==> src/rtl/param_counter_pkg.sv <==
// Shared types and constants for param_counter: count-mode encoding and direction values.
package param_counter_pkg;

  typedef enum logic [1:0] {
    MODE_UP       = 2'b00,
    MODE_DOWN     = 2'b01,
    MODE_PINGPONG = 2'b10,
    MODE_ONESHOT  = 2'b11
  } mode_e;

  localparam logic DIR_UP   = 1'b1;
  localparam logic DIR_DOWN = 1'b0;

endpackage

==> src/rtl/param_counter_prescaler.sv <==
// Clock-enable prescaler: one tick every prescale+1 enabled cycles; clr restarts the period.
module param_counter_prescaler #(
  parameter int PRE_W = 4
) (
  input  logic             clk,
  input  logic             reset,
  input  logic             en,
  input  logic             clr,
  input  logic [PRE_W-1:0] prescale,
  output logic             tick
);

  logic [PRE_W-1:0] pre_cnt;

  // The >= compare resolves a prescale lowered below the running count on the next enabled cycle.
  assign tick = en && (pre_cnt >= prescale);

  // NOTE: state registers use non-blocking assignment so every flop samples pre-edge values.
  always_ff @(posedge clk or posedge reset) begin
    if (reset) begin
      pre_cnt <= '0;
    end else if (clr) begin
      pre_cnt <= '0;
    end else if (en) begin
      if (tick) pre_cnt <= '0;
      else      pre_cnt <= pre_cnt + PRE_W'(1);
    end
  end

endmodule

==> src/rtl/param_counter.sv <==
// Multi-mode counter (up/down/ping-pong/one-shot) with modulus, prescaler, load and tc pulse.
// Optional count snapshot register enabled by defining PARAM_COUNTER_CAPTURE_EN.
module param_counter
  import param_counter_pkg::*;
#(
  parameter int WIDTH = 4,
  parameter int PRE_W = 4
) (
  input  logic             clk,
  input  logic             reset,
  input  logic             en,
  input  logic [1:0]       mode,
  input  logic             load,
  input  logic [WIDTH-1:0] load_val,
  input  logic [WIDTH-1:0] modulus,
  input  logic [PRE_W-1:0] prescale,
  input  logic             capture,
  output logic [WIDTH-1:0] count,
  output logic             dir,
  output logic             tc,
  output logic             done,
  output logic [WIDTH-1:0] cap_val
);

  mode_e            mode_sel;
  logic             tick;
  logic [WIDTH-1:0] count_nxt;
  logic             dir_nxt;
  logic             tc_nxt;
  logic             done_nxt;

  assign mode_sel = mode_e'(mode);

  param_counter_prescaler #(.PRE_W(PRE_W)) u_prescaler (
    .clk      (clk),
    .reset    (reset),
    .en       (en),
    .clr      (load),
    .prescale (prescale),
    .tick     (tick)
  );

  // NOTE: every output of this block gets a default first, so no path can infer a latch.
  always_comb begin
    count_nxt = count;
    dir_nxt   = dir;
    tc_nxt    = 1'b0;
    done_nxt  = done;
    if (load) begin
      count_nxt = (load_val > modulus) ? modulus : load_val;
      dir_nxt   = (mode_sel == MODE_DOWN) ? DIR_DOWN : DIR_UP;
      done_nxt  = 1'b0;
    end else if (tick) begin
      unique case (mode_sel)
        MODE_UP: begin
          dir_nxt = DIR_UP;
          if (count >= modulus) begin
            count_nxt = '0;
            tc_nxt    = 1'b1;
          end else begin
            count_nxt = count + WIDTH'(1);
          end
        end
        MODE_DOWN: begin
          dir_nxt = DIR_DOWN;
          if (count == '0) begin
            count_nxt = modulus;
            tc_nxt    = 1'b1;
          end else if (count > modulus) begin
            count_nxt = modulus;
          end else begin
            count_nxt = count - WIDTH'(1);
          end
        end
        MODE_PINGPONG: begin
          if (dir == DIR_UP) begin
            if (count >= modulus) begin
              dir_nxt   = DIR_DOWN;
              count_nxt = (modulus == '0) ? '0 : modulus - WIDTH'(1);
              tc_nxt    = 1'b1;
            end else begin
              count_nxt = count + WIDTH'(1);
            end
          end else begin
            if (count == '0) begin
              dir_nxt   = DIR_UP;
              count_nxt = (modulus == '0) ? '0 : WIDTH'(1);
              tc_nxt    = 1'b1;
            end else begin
              count_nxt = count - WIDTH'(1);
            end
          end
        end
        MODE_ONESHOT: begin
          dir_nxt = DIR_UP;
          // Once done, the count parks until the next load.
          if (!done) begin
            if (count >= modulus) begin
              count_nxt = modulus;
              done_nxt  = 1'b1;
              tc_nxt    = 1'b1;
            end else begin
              count_nxt = count + WIDTH'(1);
            end
          end
        end
        default: ;
      endcase
    end
  end

  always_ff @(posedge clk or posedge reset) begin
    if (reset) begin
      count <= '0;
      dir   <= DIR_UP;
      tc    <= 1'b0;
      done  <= 1'b0;
    end else begin
      count <= count_nxt;
      dir   <= dir_nxt;
      tc    <= tc_nxt;
      done  <= done_nxt;
    end
  end

`ifdef PARAM_COUNTER_CAPTURE_EN
  // Samples the pre-update count, so a coincident load still captures the old value.
  always_ff @(posedge clk or posedge reset) begin
    if (reset)        cap_val <= '0;
    else if (capture) cap_val <= count;
  end
`else
  logic unused_capture;
  assign unused_capture = capture;
  assign cap_val        = '0;
`endif

endmodule

==> config.mk <==
export PLATFORM = sky130hd
export DESIGN_NAME = param_counter
export DESIGN_NICKNAME = d
export VERILOG_FILES = /design/src/rtl/param_counter_pkg.sv /design/src/rtl/param_counter_prescaler.sv /design/src/rtl/param_counter.sv
export SDC_FILE = /design/constraint.sdc
export NUM_CORES = 1
export LEC_CHECK = 0
export ABC_AREA = 1
export ABC_CLOCK_PERIOD_IN_PS = 2800
export BUFFER_PORTS_ARGS = -buffer_cell sky130_fd_sc_hd__buf_2
export CAP_MARGIN = 20
export CELL_PAD_IN_SITES_DETAIL_PLACEMENT = 1
export CELL_PAD_IN_SITES_GLOBAL_PLACEMENT = 1
export CORE_ASPECT_RATIO = 0.8
export CORE_UTILIZATION = 26
export CTS_CLUSTER_SIZE = 16
export DETAILED_ROUTE_END_ITERATION = 6
export PLACE_DENSITY = 0.69
export SLEW_MARGIN = 15
export SYNTH_ARGS = -nofsm -noshare
export SYNTH_HDL_FRONTEND = slang
export SYNTH_SLANG_ARGS = --single-unit
==> constraint.sdc <==
create_clock -name clk -period 2.8 [get_ports clk]
set_input_delay 0.14 -clock clk [delete_from_list [all_inputs] [get_ports clk]]
set_output_delay 0.14 -clock clk [all_outputs]
set_load 0.1 [all_outputs]
---- Word level (Yosys, flattened, before mapping) ----
Cells that the tools add are included.
word-level totals
  register bits after elaboration ......... 11
  latch bits .............................. 0
  RAM bits ................................ 0
  ROM bits ................................ 0
  bits of input ports ..................... 19
  output and inout port bits .............. 11
  word-level logic and storage cells ...... 61
  memories kept ........................... 0
operators by class
  add/sub/neg operators ................... 4
  multipliers ............................. 0
  div/mod/pow operators ................... 0
  magnitude comparators ................... 4
  eq/ne operators ......................... 4
  shift-type cells ........................ 0
  mux-type cells .......................... 34
  bitwise logic cells ..................... 0
  reductions and logical operators ........ 10
operator list
  kind                                               count
  two-way mux 4 bit                                  15
  two-way mux 1 bit                                  16
  case mux 4 bit (4 select lines)                    1
  adder 4 x 1 -> 4 bit (second input constant)       2
  greater-or-equal comparator 4 bit                  2
  > comparator 4 bit                                 2
  logical NOT 4 bit                                  2
  subtractor 4 x 1 -> 4 bit (second input constant)  2
  nonzero test 2 bit                                 3
  == test 2 bit (second input constant)              2
  case mux 1 bit (4 select lines)                    1
  AND reduction 2 bit                                2
  inequality test 3 bit (second input constant)      1
  case mux 1 bit (3 select lines)                    1
  == test 2 x 1 -> 1 bit (second input constant)     1
  logical NOT 2 bit                                  1
  OR reduction 2 bit                                 1
  logical AND 1 bit                                  1

---- Logic depth before layout (Yosys ltp) ----
  depth in word-level cells ............... 7
  depth in mapped cells ................... 18
  mapped depth without buffers ............ 18

---- Modules after synthesis ----
From an unflattened synthesis, not the netlist that was laid out.
second synthesis, totals
  cell total of the unflattened synthesis .. 252
  area total of the unflattened synthesis .. 1646.6 µm²
by module, submodules not included
  module                   times used  cells an instance  area each (µm²)  sequential area each (µm²)
  param_counter            1           207                1323.8           176.4
  param_counter_prescaler  1           45                 322.8            100.1

---- Least setup slack after synthesis ----
Ideal clock, no wire load.
  path type ............................... register -> register
  from .................................... register count[0]
  to ...................................... register count[2]
  setup time .............................. 0.127 ns
  arrival ................................. 2.490 ns
  data required time ...................... 2.673 ns
  path slack .............................. 0.183 ns
  stages on the path, launching flop included .. 15
  path buffers ............................ 1
  period minus slack after synthesis ...... 2.617 ns
  cell sequence ........................... dfrtp_1 > inv_1 > ha_1 > nand4_2 > nand3_2 > buf_6 > nand2_2 > nand2_1 > nand2_1 > nand3_1 > nand3_1 > nand2_1 > nand2_1 > nand2_1 > a21oi_2
on the way
  longest elaborated chain between the ends .. 6
  elaborated cells between the ends (all ways) .. 16
  classes of those cells .................. add/sub (2); order compare (2); mux (11); reduce/logical (1)
RTL lines
  item                                          RTL line                                                        RTL
  start: declaration                            param_counter.sv:18                                             output logic [WIDTH-1:0] count,
  start signal: assignment                      param_counter.sv:119                                            count <= count_nxt;
  adder 4 x 1 -> 4 bit (tied with other cells)  param_counter.sv:61, param_counter.sv:82, param_counter.sv:103
  two-way mux 4 bit, on equally long branches   -
  two-way mux 4 bit, on equally long branches   param_counter.sv:97, param_counter.sv:66, param_counter.sv:76
  case mux 4 bit (4 select lines) (*)           param_counter.sv:54                                             unique case (mode_sel)
  two-way mux 4 bit (*)                         param_counter.sv:53                                             end else if (tick) begin
  two-way mux 4 bit (*)                         param_counter.sv:49                                             if (load) begin
Mark *: on every way between the ends. The rest lies on a longest branch, timed or not. The select of a mux whose other input is x is not followed.
A chain may end at the register's enable or synchronous reset.

---- Final worst setup path ----
Same ends and word-level chain as after synthesis.

==> results.tsv <==
metric	value	unit
Final Hold Viols	0	
Setup Viol. Count Final	0	
Layout Skew	1.051	ps
die height	70.06	um
Worst-path clk slew	50	ps
biggest area consumer among synthesized cells	ha_1	
Starting Density	27.24	%
RR Endpoint	count[2]	
share of async-settable or async-resettable flops after synthesis	100.0	%
CTS Buffer Depth	2	
Die ar.	6099	sq um
crit path DAT	2480	ps
Final Cycle Share	82.51	%
metal3 WL	242	um
largest net degree at the start of global routing	13	
origin of the critical flop-to-flop path	count[0]	
Total GRT Usage	14.80	%
Hold WS	240.2	ps
vias in the first global route	1499	
1st-iter DRT viols	50	
Worst VDD drop	0.1570	mV
min-delay src	en	
sequential fraction of the synthesis area	18.37	%
outcome	complete, no violations	
max-cap check violation count	0	
YS warnings	0	
uppermost layer routed	met4	
first-pass GRT wire length	7134	um
routed len/inst	12.71	um
crit path max fanout	12	
Worst Hold Class	primary input to register	
die width	87.07	um
drt first pass iters	4	
overall power	1.191	mW
CP Capture Type	register	
CTS buffer count	3	
setup_tns	0	ps
Overflow after GRT	0	
leakage power	0.9398	nW
met1 wire length	2234	um
fin. max-slew vios	0	
IO buf count	24	
RePlAce Congestion	0.8341	
Post-Syn Instances	223	
Seq. cell area	276.5	sq um
met2 wire len	1699	um
Worst EP required	2970	ps
Critical Path Start Type	register	
ratio of cells with drive above 1 in the final layout	18.25	%
area occupied by multi-input gates	1066	sq um
fin util	31.95	%
synthesized area per cell	6.750	sq um
Yosys cell types	29	
#FFs+latches synth	11	
routed wire length	4195	um
core box area	5525	sq um
Post-route DRC	0	
vias	1513	
n_diodes	0	
Synth area leaders	ha_1 17%, dfrtp_1 17%, nand2_1 12%	
RSZ-0062 raised after global routing	false	
WHS Endpoint	u_prescaler.pre_cnt[1]	
DPL Wire Length	3532	um
Min Clock Period, post-route	2310	ps
initial antenna violation count	0	
Final nets	293	
clock sinks	11	
CTS resizes	0	
top-area cell type share of the netlist area	17.46	%
Filler Cells Inserted	751	
setup bufs post-CTS	0	
area post-placement	1710	sq um
Mapped Area	1505	sq um
PD cells	674.7	nW/um^2
row cnt	24	
final non-filler cell area	1765	sq um
Post-synth EDFFs	0	
Clock Latency Late Sink	230	ps
Layout area overhead	17.29	%
I/O pin cnt	30	
Max H-tree Level	1	
critical path type	register to register	
Post-synth top flop	dfrtp_1	
R2R Setup Slk	490	ps
Final ANT Viol Nets	0	
fmax	432.8	MHz
CTS tree	yes	
Worst Hold Depth	4	
worst r2r path cells	10	
drt via density	4.585	
CTS root buf	clkbuf_8	
[cell families (layout without fill, tap and decap cells)]
| family | after synthesis | in the layout | synth area share, % |
|---|---|---|---|
| other | 1 | 4 | 0.2491 |
| AND/OR/NAND/NOR | 97 | 97 | 30.84 |
| AO/OA/AOI/OAI | 48 | 48 | 18.62 |
| XOR/XNOR | 5 | 5 | 2.910 |
| buffers and inverters | 40 | 66 | 11.55 |
| flip-flops | 11 | 11 | 18.37 |
| adder cells (fa/ha/maj) | 21 | 21 | 17.46 |
[cell usage after synthesis (2+ instances only)]
cell       n
nand2_1   49
inv_1     32
nand3_1   22
ha_1      21
a21oi_1   18
o21ai_0   18
dfrtp_1   10
nor2_1     9
o211ai_1   6
nand2_2    5
nand4_1    5
buf_4      4
a21oi_2    3
xor2_1     3
nand3_2    2
or2_1      2
xnor2_1    2
[flip-flops by register name (all words and copies together) (netlist names)]
| register | count |
|---|---|
| count | 4 |
| u_prescaler.pre_cnt | 4 |
| dir | 1 |
| done | 1 |
| tc | 1 |
[worst max-delay path, stage by stage (launching register included)]
cell     delay (ps)
dfrtp_1         450
inv_1           240
ha_1            290
nand4_2         140
nand3_2         280
nor2_1          290
inv_1            80
or2_1           210
nand2_1          70
nand2_1          70
a21oi_2         120
[power breakdown]
part           leakage (nW)  switching [mW]  internal, mW
logic                 0.779           0.566         0.229
registers             0.139          0.0441         0.195
clock network        0.0228          0.0584        0.0999
[through the flow]
| stage | setup slack, ps | cells |
|---|---|---|
| 2_1_floorplan | 183.4 | 226 |
| 4_1_cts | 477.4 | 330 |
| 3_3_place_gp | 494.6 | 325 |
| 3_5_place_dp | 497.2 | 325 |
| 6_report | 489.6 | 330 |
| 5_1_grt | 253.7 | 330 |
[worst max-delay path by stage]
stage	from	to	cells past startpoint
global placement	count[0]	count[2]	10
CTS	count[0]	count[2]	10
detailed placement	count[0]	count[2]	10
floorplan	count[0]	count[2]	14
finish	count[0]	count[2]	10
global route	count[0]	count[3]	10
[cell type report]
type	instances	area share, %
inverter	34	7.229
clock buffer	4	2.551
tap	78	5.528
multi-input combinational	175	60.38
sequential	11	15.66
timing repair buffer	28	8.646
[cells in the final DEF (no fill, tap or decap), drive strengths merged]
cell	n
nand3	25
nor2	9
nand4	6
o21bai	1
nand2	55
dfrtp	10
or2	2
ha	21
buf	27
conb	4
inv	33
dlygate4sd3	1
dfstp	1
a21oi	22
xnor2	2
clkbuf	4
o211ai	6
o21ai	19
xor2	3
clkinv	1
[metal layers]
metal | GRT usage (%) | vias to the layer above
met3 | 2.364 | 2
li1 | - | 792
met1 | 23.22 | 685
met2 | 21.17 | 34
met4 | 2.222 | 0
met5 | 0 | -
[what timing repair did]
action                                  in CTS  in global routing
endpoints found under the setup margin       0                  0
endpoints found under the hold margin       10                  0
hold buffers                                 1                  0
(Power assumes the default switching activity.)
